**src/rtl/psum_accumulator.sv**
```systemverilog
// ---------------------------------------------------------------------------
// psum_accumulator
//
// Purpose:
//   Sums a programmed number of partial sums (psums) from the 8-bit /
//   dual-4-bit multiplier into one result, then offers that result
//   downstream over a valid/ready handshake.
//   - mode 0: one full-width unsigned accumulator.
//   - mode 1: two independent half-width lanes with no carry between them.
//     The upper half holds a[7:4]*b products and the lower half holds
//     a[3:0]*b products.
//
// Parameters:
//   PSUM_W - psum and accumulator width. Must be even and >= 24. The default
//            of 32 matches the multiplier's product width.
//   LEN_W  - width of the accumulation-length field.
//
// Ports:
//   clk       in   sole clock, rising edge
//   rst       in   asynchronous, active-high reset
//   start     in   one-cycle job request; honoured only when idle
//   mode      in   0 = full width, 1 = dual half-width lanes (sampled at start)
//   acc_len   in   number of psums to accumulate (sampled at start)
//   in_valid  in   psum valid
//   in_ready  out  psum accepted this cycle when in_valid is also high
//   in_psum   in   multiplier product ({upper, lower} lanes in mode 1)
//   out_valid out  result valid
//   out_ready in   consumer accepts the result
//   out_sum   out  accumulated result
//   out_ovf   out  sticky carry flags:
//                    [0] = full width (mode 0) or lower lane (mode 1)
//                    [1] = upper lane (mode 1 only)
//   busy      out  high whenever a job is in progress or a result is pending
// ---------------------------------------------------------------------------
module psum_accumulator #(
    parameter int unsigned PSUM_W = 32,
    parameter int unsigned LEN_W  = 8
) (
    input  logic              clk,
    input  logic              rst,
    input  logic              start,
    input  logic              mode,
    input  logic [LEN_W-1:0]  acc_len,
    input  logic              in_valid,
    output logic              in_ready,
    input  logic [PSUM_W-1:0] in_psum,
    output logic              out_valid,
    input  logic              out_ready,
    output logic [PSUM_W-1:0] out_sum,
    output logic [1:0]        out_ovf,
    output logic              busy
);

    localparam int unsigned HALF_W = PSUM_W / 2;

    localparam logic [1:0] ST_IDLE = 2'd0;
    localparam logic [1:0] ST_ACC  = 2'd1;
    localparam logic [1:0] ST_OUT  = 2'd2;

    logic [1:0]        state_q, state_d;
    logic              mode_q, mode_d;
    logic [LEN_W-1:0]  len_q, len_d;
    logic [LEN_W-1:0]  cnt_q, cnt_d;
    logic [PSUM_W-1:0] acc_q, acc_d;
    logic [1:0]        ovf_q, ovf_d;

    // Adders carry one extra bit so the carry out can be captured as overflow.
    logic [PSUM_W:0]   sum_full;
    logic [HALF_W:0]   sum_lo;
    logic [HALF_W:0]   sum_hi;
    logic [PSUM_W-1:0] add_val;
    logic [1:0]        add_ovf;

    always_comb begin
        sum_full = {1'b0, acc_q} + {1'b0, in_psum};
        sum_lo   = {1'b0, acc_q[HALF_W-1:0]} + {1'b0, in_psum[HALF_W-1:0]};
        sum_hi   = {1'b0, acc_q[PSUM_W-1:HALF_W]} + {1'b0, in_psum[PSUM_W-1:HALF_W]};
        if (mode_q) begin
            // Lanes are summed separately, so a lower-lane carry never
            // reaches the upper lane.
            add_val = {sum_hi[HALF_W-1:0], sum_lo[HALF_W-1:0]};
            add_ovf = {sum_hi[HALF_W], sum_lo[HALF_W]};
        end else begin
            add_val = sum_full[PSUM_W-1:0];
            add_ovf = {1'b0, sum_full[PSUM_W]};
        end
    end

    always_comb begin
        state_d = state_q;
        mode_d  = mode_q;
        len_d   = len_q;
        cnt_d   = cnt_q;
        acc_d   = acc_q;
        ovf_d   = ovf_q;
        unique case (state_q)
            ST_IDLE: begin
                if (start) begin
                    mode_d  = mode;
                    len_d   = acc_len;
                    cnt_d   = '0;
                    acc_d   = '0;
                    ovf_d   = '0;
                    state_d = (acc_len == '0) ? ST_OUT : ST_ACC;
                end
            end
            ST_ACC: begin
                if (in_valid) begin
                    acc_d = add_val;
                    ovf_d = ovf_q | add_ovf;
                    cnt_d = cnt_q + LEN_W'(1);
                    // Compare before incrementing so that the maximum length
                    // finishes without the counter wrapping.
                    if (cnt_q == len_q - LEN_W'(1)) begin
                        state_d = ST_OUT;
                    end
                end
            end
            ST_OUT: begin
                if (out_ready) begin
                    state_d = ST_IDLE;
                end
            end
            default: begin
                state_d = ST_IDLE;
            end
        endcase
    end

    always_ff @(posedge clk or posedge rst) begin
        if (rst) begin
            state_q <= ST_IDLE;
            mode_q  <= 1'b0;
            len_q   <= '0;
            cnt_q   <= '0;
            acc_q   <= '0;
            ovf_q   <= '0;
        end else begin
            state_q <= state_d;
            mode_q  <= mode_d;
            len_q   <= len_d;
            cnt_q   <= cnt_d;
            acc_q   <= acc_d;
            ovf_q   <= ovf_d;
        end
    end

    // Outputs come only from registers or a decode of the state, so there is
    // no combinational path from in_valid or out_ready.
    // The accumulator itself serves as out_sum: it holds the final value in
    // OUT and keeps it until the next start clears it.
    assign in_ready  = (state_q == ST_ACC);
    assign out_valid = (state_q == ST_OUT);
    assign busy      = (state_q != ST_IDLE);
    assign out_sum   = acc_q;
    assign out_ovf   = ovf_q;

endmodule

```
**config.mk**
```make
export PLATFORM = sky130hd
export DESIGN_NAME = psum_accumulator
export DESIGN_NICKNAME = d
export VERILOG_FILES = /design/src/rtl/psum_accumulator.sv
export SDC_FILE = /design/constraint.sdc
export NUM_CORES = 1
export LEC_CHECK = 0
export CAP_MARGIN = 20
export CORE_UTILIZATION = 48
export CTS_CLUSTER_SIZE = 40
export DETAILED_ROUTE_END_ITERATION = 16
export PLACE_DENSITY = 0.77
export SLEW_MARGIN = 10
export SYNTH_ARGS = -nofsm -noshare
export SYNTH_HDL_FRONTEND = slang
export SYNTH_SLANG_ARGS = --single-unit
```
**constraint.sdc**
```tcl
create_clock -name clk -period 2.55 [get_ports clk]
set_input_delay 0.51 -clock clk [delete_from_list [all_inputs] [get_ports clk]]
set_output_delay 0.51 -clock clk [all_outputs]
set_load 0.005 [all_outputs]
```
Word level (Yosys, flattened, before mapping) --
Cells that the tools add are included. W data, S select, Z words.
Cells by class: $add $sub $neg 5, equal/unequal tests 7, multiplexer cells 17, bitwise operators 1, reductions and logical operators 7
Operators with widths (number):
- $mux W32 | 3
- $pmux W32 S2 | 1
- $add A16 B16 Y17 | 2
- $add A32 B32 Y33 | 1
- $mux W2 | 8
- $mux W8 | 2
- $pmux W8 S2 | 1
- $add A8 B1 Y8 const B | 1
- $eq A8 B8 Y1 | 1
- $logic_not A8 Y1 | 1
- $sub A8 B1 Y8 const B | 1
- $pmux W2 S3 | 1
- $ne A2 B1 Y1 const B | 2
- $ne A2 B2 Y1 const B | 2
- $pmux W2 S2 | 1
- $reduce_and A4 Y1 | 1
- $reduce_bool A2 Y1 | 2
- $reduce_and A3 Y1 | 1
- $eq A2 B1 Y1 const B | 1
- $eq A2 B2 Y1 const B | 1
- $logic_not A2 Y1 | 1
- $or A2 B2 Y2 | 1
- $reduce_and A2 Y1 | 1
Storage, ports and cells: bits in registers 53, input port bits 46, word-level logic and storage cells 43

Longest topological paths before layout --
depth in word-level cells 5, mapped depth 11, mapped depth without buffers 11

Least setup slack after synthesis --
No wires, ideal clock.
path kind input port to flip-flop, start point input in_psum[0], end point register acc_q[26], in the netlist out_sum[26], setup time 0.066 ns, arrival time 2.539 ns, slack -0.055 ns, stages on the path 11, cell sequence ha_1 > inv_1 > fa_1 > nor2b_1 > o211ai_1 > a311o_1 > nand2_2 > a41o_2 > a21boi_2 > o41a_1 > nand2_1
Between the ends: cells in the longest elaborated chain, start to end 4
RTL lines:
- start: declaration | RTL line 46 | input logic [PSUM_W-1:0] in_psum,
- $add A32 B32 Y33 | RTL line 75 | sum_full = {1'b0, acc_q} + {1'b0, in_psum};
- $mux W32 | RTL line 78 | if (mode_q) begin
- $mux W32 | RTL line 108 | if (in_valid) begin
- $pmux W32 S2 | RTL line 96 | unique case (state_q)
- end signal: assignment | RTL line 136 | acc_q <= '0;
- end signal: assignment | RTL line 143 | acc_q <= acc_d;
- end: declaration | RTL line 64 | logic [PSUM_W-1:0] acc_q, acc_d;
No other way between the ends. The select of a mux whose other input is x is not followed. A chain may end at the register's enable or synchronous reset.

Final worst setup path --
start point input in_psum[11], end point register acc_q[26], in the netlist out_sum[26]
Same word-level chain as after synthesis.

==> impl_metrics.csv <==
group,metric,value,unit
synthesis,netlist_instances,517,
route,post_drt_wl_per_cell,16.7,um
route,antenna_left,0,
global_route,gr-usage-met3,3.76,%
critical_path,cp_max_fo,5,
global_route,grt_remaining_overflow,0,
route,dr.first_iter.drc_count,299,
route,via_per_inst,5.74,
synthesis,yosysWarnings,0,
floorplanning,start_util,49.4,%
synthesis,ys.flop_type,"dfrtp_1",
place,routabilityCongestion,0.909,
clock_tree,cts.htree.levels,2,
timing,setup_violations,0,
timing,maxSlewHeadroom,69.2,%
floorplanning,fp.dieH,96.5,um
power,intPower,4.07,mW
power,power.share.clock,7.1,%
power,p_leak,2.86,nW
route,firstDrtPassIters,6,
place,dp_slack,-0.631,ns
timing,hold_slack,0.511,ns
synthesis,synth_top_area_share,30.9,%
global_route,met2_usage,48.3,%
place,place_hpwl,9780,um
timing,rsz0062_at_grt,"true",
finish,final_util,74.1,%
synthesis,async_flop_share,100,%
clock_tree,cts_root_buf,"clkbuf_8",
power,p_sw,3.24,mW
synthesis,ys_ff_latch,53,
power,peakVddDrop,0.581,mV
clock_tree,cts_tree,"yes",
synthesis,netlist_top_cells_area,"dfrtp_1, ha_1, nand2_1",
critical_path,cp-start-kind,"input port",
global_route,grt_max_degree,22,
finish,syn_to_final_growth,50.1,%
clock_tree,cts_buffer_depth,2,
critical_path,max_stage_delay,0.45,ns
global_route,grt_pass1_wl,20800,um
synthesis,seq_area_frac_synth,30.9,%
clock_tree,clk_pin_slew,0.11,ns
floorplanning,core,0.00868,mm^2
timing,period_minus_slack,2.51,ns
power,power_frac_comb,71.5,%
clock_tree,clk_latency,0.33,ns
critical_path,r2r_start,"out_sum[0]",
clock_tree,cts.sink_count,53,
critical_path,cp_slowest_cell,"clkdlybuf4s50_1",
worst_hold_path,hold_path.class,"input port to async pin",
timing,drv_slew,0,
synthesis,syn_area_per_cell,8.29,um^2
timing,finClkSkew,0.0106,ns
synthesis,synth_top_cell_by_area,"dfrtp_1",
power,p_per_area,1140,mW/mm^2
power,switching_share,44.4,%
route,drc,0,
power,seqPwrFrac,21.4,%
floorplanning,die_area,0.00931,mm^2
global_route,met1_usage,36.8,%
floorplanning,row_count,34,
timing,fin_crit_sh,98.5,%
global_route,antenna_found_initial,0,
critical_path,path_cells,"clkdlybuf4s50_1, ha_4, and3_4, nand4_1, a311o_1, nand2_2, a41o_4, a21boi_4, buf_6, a32oi_1, nand2_1",
route,vias,4601,
synthesis,synth_area,0.00429,mm^2
global_route,grt_pass1_vias,4443,
global_route,grt.busiest_layer,"met2",
finish,stdcell_count,802,
synthesis,synth-edff-count,0,
synthesis,syn_nets,599,
timing,finalHoldViolCount,0,
status,status,"finished clean",
critical_path,worstPathArrival,2.73,ns
place,dpl.cell_count,780,
power,finalPower,7.31,mW
floorplanning,die_w,96.5,um
floorplanning,io_pins,83,
clock_tree,postCtsHoldBufs,0,
critical_path,critPathCaptureType,"register",
critical_path,cp.required,2.77,ns
timing,setup_ws,0.0383,ns
critical_path,cp-startpoint,"in_psum[11]",
place,post_dp_cell_area,0.00588,mm^2
timing,setup_tns,0,ns
run,maxCapViolations,0,
timing,tightest_slew,0.462,ns
finish,nets,775,
critical_path,criticalPathCategory,"input port to register",
route,wl,13400,um
place,port_buffers,82,
finish,n_antenna_cell,0,
finish,drive_gt1_share,27.1,%
finish,fin_area,0.00643,mm^2
clock_tree,numCtsBuffers,5,
timing,max_freq,0.398,GHz
global_route,grt.total_usage,28.7,%
synthesis,synth_cell_types,67,
cells in the final DEF, fill, tap and decap left out, types with 3 or more instances in the layout:
| cell type | n |
|---|---|
| or3_1 | 4 |
| and3_1 | 3 |
| clkbuf_8 | 5 |
| xor2_1 | 19 |
| ha_4 | 16 |
| a21o_1 | 12 |
| o31ai_1 | 3 |
| o211ai_1 | 6 |
| mux2i_1 | 4 |
| a21oi_1 | 35 |
| a22o_1 | 4 |
| xnor2_1 | 20 |
| nand4_1 | 12 |
| o21bai_1 | 3 |
| nor2b_1 | 6 |
| o22ai_1 | 3 |
| clkdlybuf4s50_1 | 68 |
| dlygate4sd2_1 | 8 |
| a21oi_2 | 8 |
| o21ai_2 | 3 |
| a31oi_1 | 5 |
| inv_1 | 23 |
| nand2_1 | 70 |
| nor2_1 | 27 |
| nor3_1 | 9 |
| buf_4 | 111 |
| dlymetal6s2s_1 | 6 |
| ha_2 | 4 |
| dfrtp_1 | 52 |
| nand3_1 | 16 |
| a41oi_1 | 3 |
| o21ai_0 | 37 |
| o21ai_1 | 11 |
| ha_1 | 14 |
| o21a_1 | 5 |
synthesized netlist by cell type, types with 4 or more instances:
library cell,instances
nand2_1,70
dfrtp_1,53
o21ai_0,48
a21oi_1,41
ha_1,34
nor2_1,29
inv_1,25
xnor2_1,20
xor2_1,20
clkbuf_1,17
nand3_1,17
a21o_1,12
nand4_1,12
nor3_1,9
nor2b_1,7
a31oi_1,6
buf_2,6
o211ai_1,6
o21a_1,5
o31ai_1,5
a22o_1,4
and3_1,4
mux2i_1,4
or3_1,4
layer usage:
layer,wire [um],vias up,part of all wire [%]
met5,0,-,0
met4,436,0,3.2
met3,854,37,6.4
met2,6530,187,49
met1,5590,2165,42
li1,-,2212,-
final cells by class:
cell class / instances / area (um^2)
inverter: 25 / 93.8
tap: 108 / 135
timing repair buffer: 194 / 1670
fill: 613 / 2250
multi-input combinational: 414 / 3110
sequential: 53 / 1330
clock buffer: 5 / 68.8
clock inverter: 3 / 21.3
state kept, by name, summed over array words and instances (netlist names):
name / flops
out_sum: 32
state_q: 2
cnt_q: 8
out_ovf: 2
len_q: 8
mode_q: 1
final timing paths:
check / to / slack (ns) / depth (start not counted)
setup / recovery: out_sum[26] / 0.04 / 11
hold / removal: out_sum[17] / 0.51 / 2
setup reg to reg: out_sum[26] / 0.06 / 12
hold reg to reg: len_q[7] / 0.53 / 2
max in group asynchronous: out_sum[20] / 1.40 / 3
min in group clk: len_q[7] / 0.53 / 2
power by group through the flow:
stage                     Sequential (mW)  Clock (mW)  Combinational (mW)
final                                1.57       0.519                5.22
after global routing                 1.61       0.561                5.69
after CTS                            1.54       0.529                4.86
after detailed placement             1.52           0                4.63
after global placement               1.50           0                4.50
after floorplan                      1.47           0                2.64
what timing repair did:
action | CTS | global route
endpoints found under the setup margin | 16 | 17
gates resized for setup | 42 | 40
pin swaps | 25 | 28
buffers inserted | 4 | 10
critical path, delay by kind of cell:
| kind | cells | cell delay [ns] |
|---|---|---|
| adders and majority gates | 1 | 0.31 |
| buffers and inverters | 2 | 0.57 |
| and+or+nand+nor | 4 | 0.50 |
| AOI/OAI and AO/OA | 4 | 0.85 |
kinds of logic after synthesis:
group / Yosys count / synth area share [%]
XOR/XNOR: 40 / 8.18
AO/OA/AOI/OAI: 164 / 25.2
buffers and inverters: 50 / 4.76
AND/OR/NAND/NOR: 170 / 19.2
adder cells (fa/ha/maj): 36 / 10.9
flip-flops: 53 / 30.9
multiplexers: 4 / 0.934
Power figures use the tool's default switching activity.
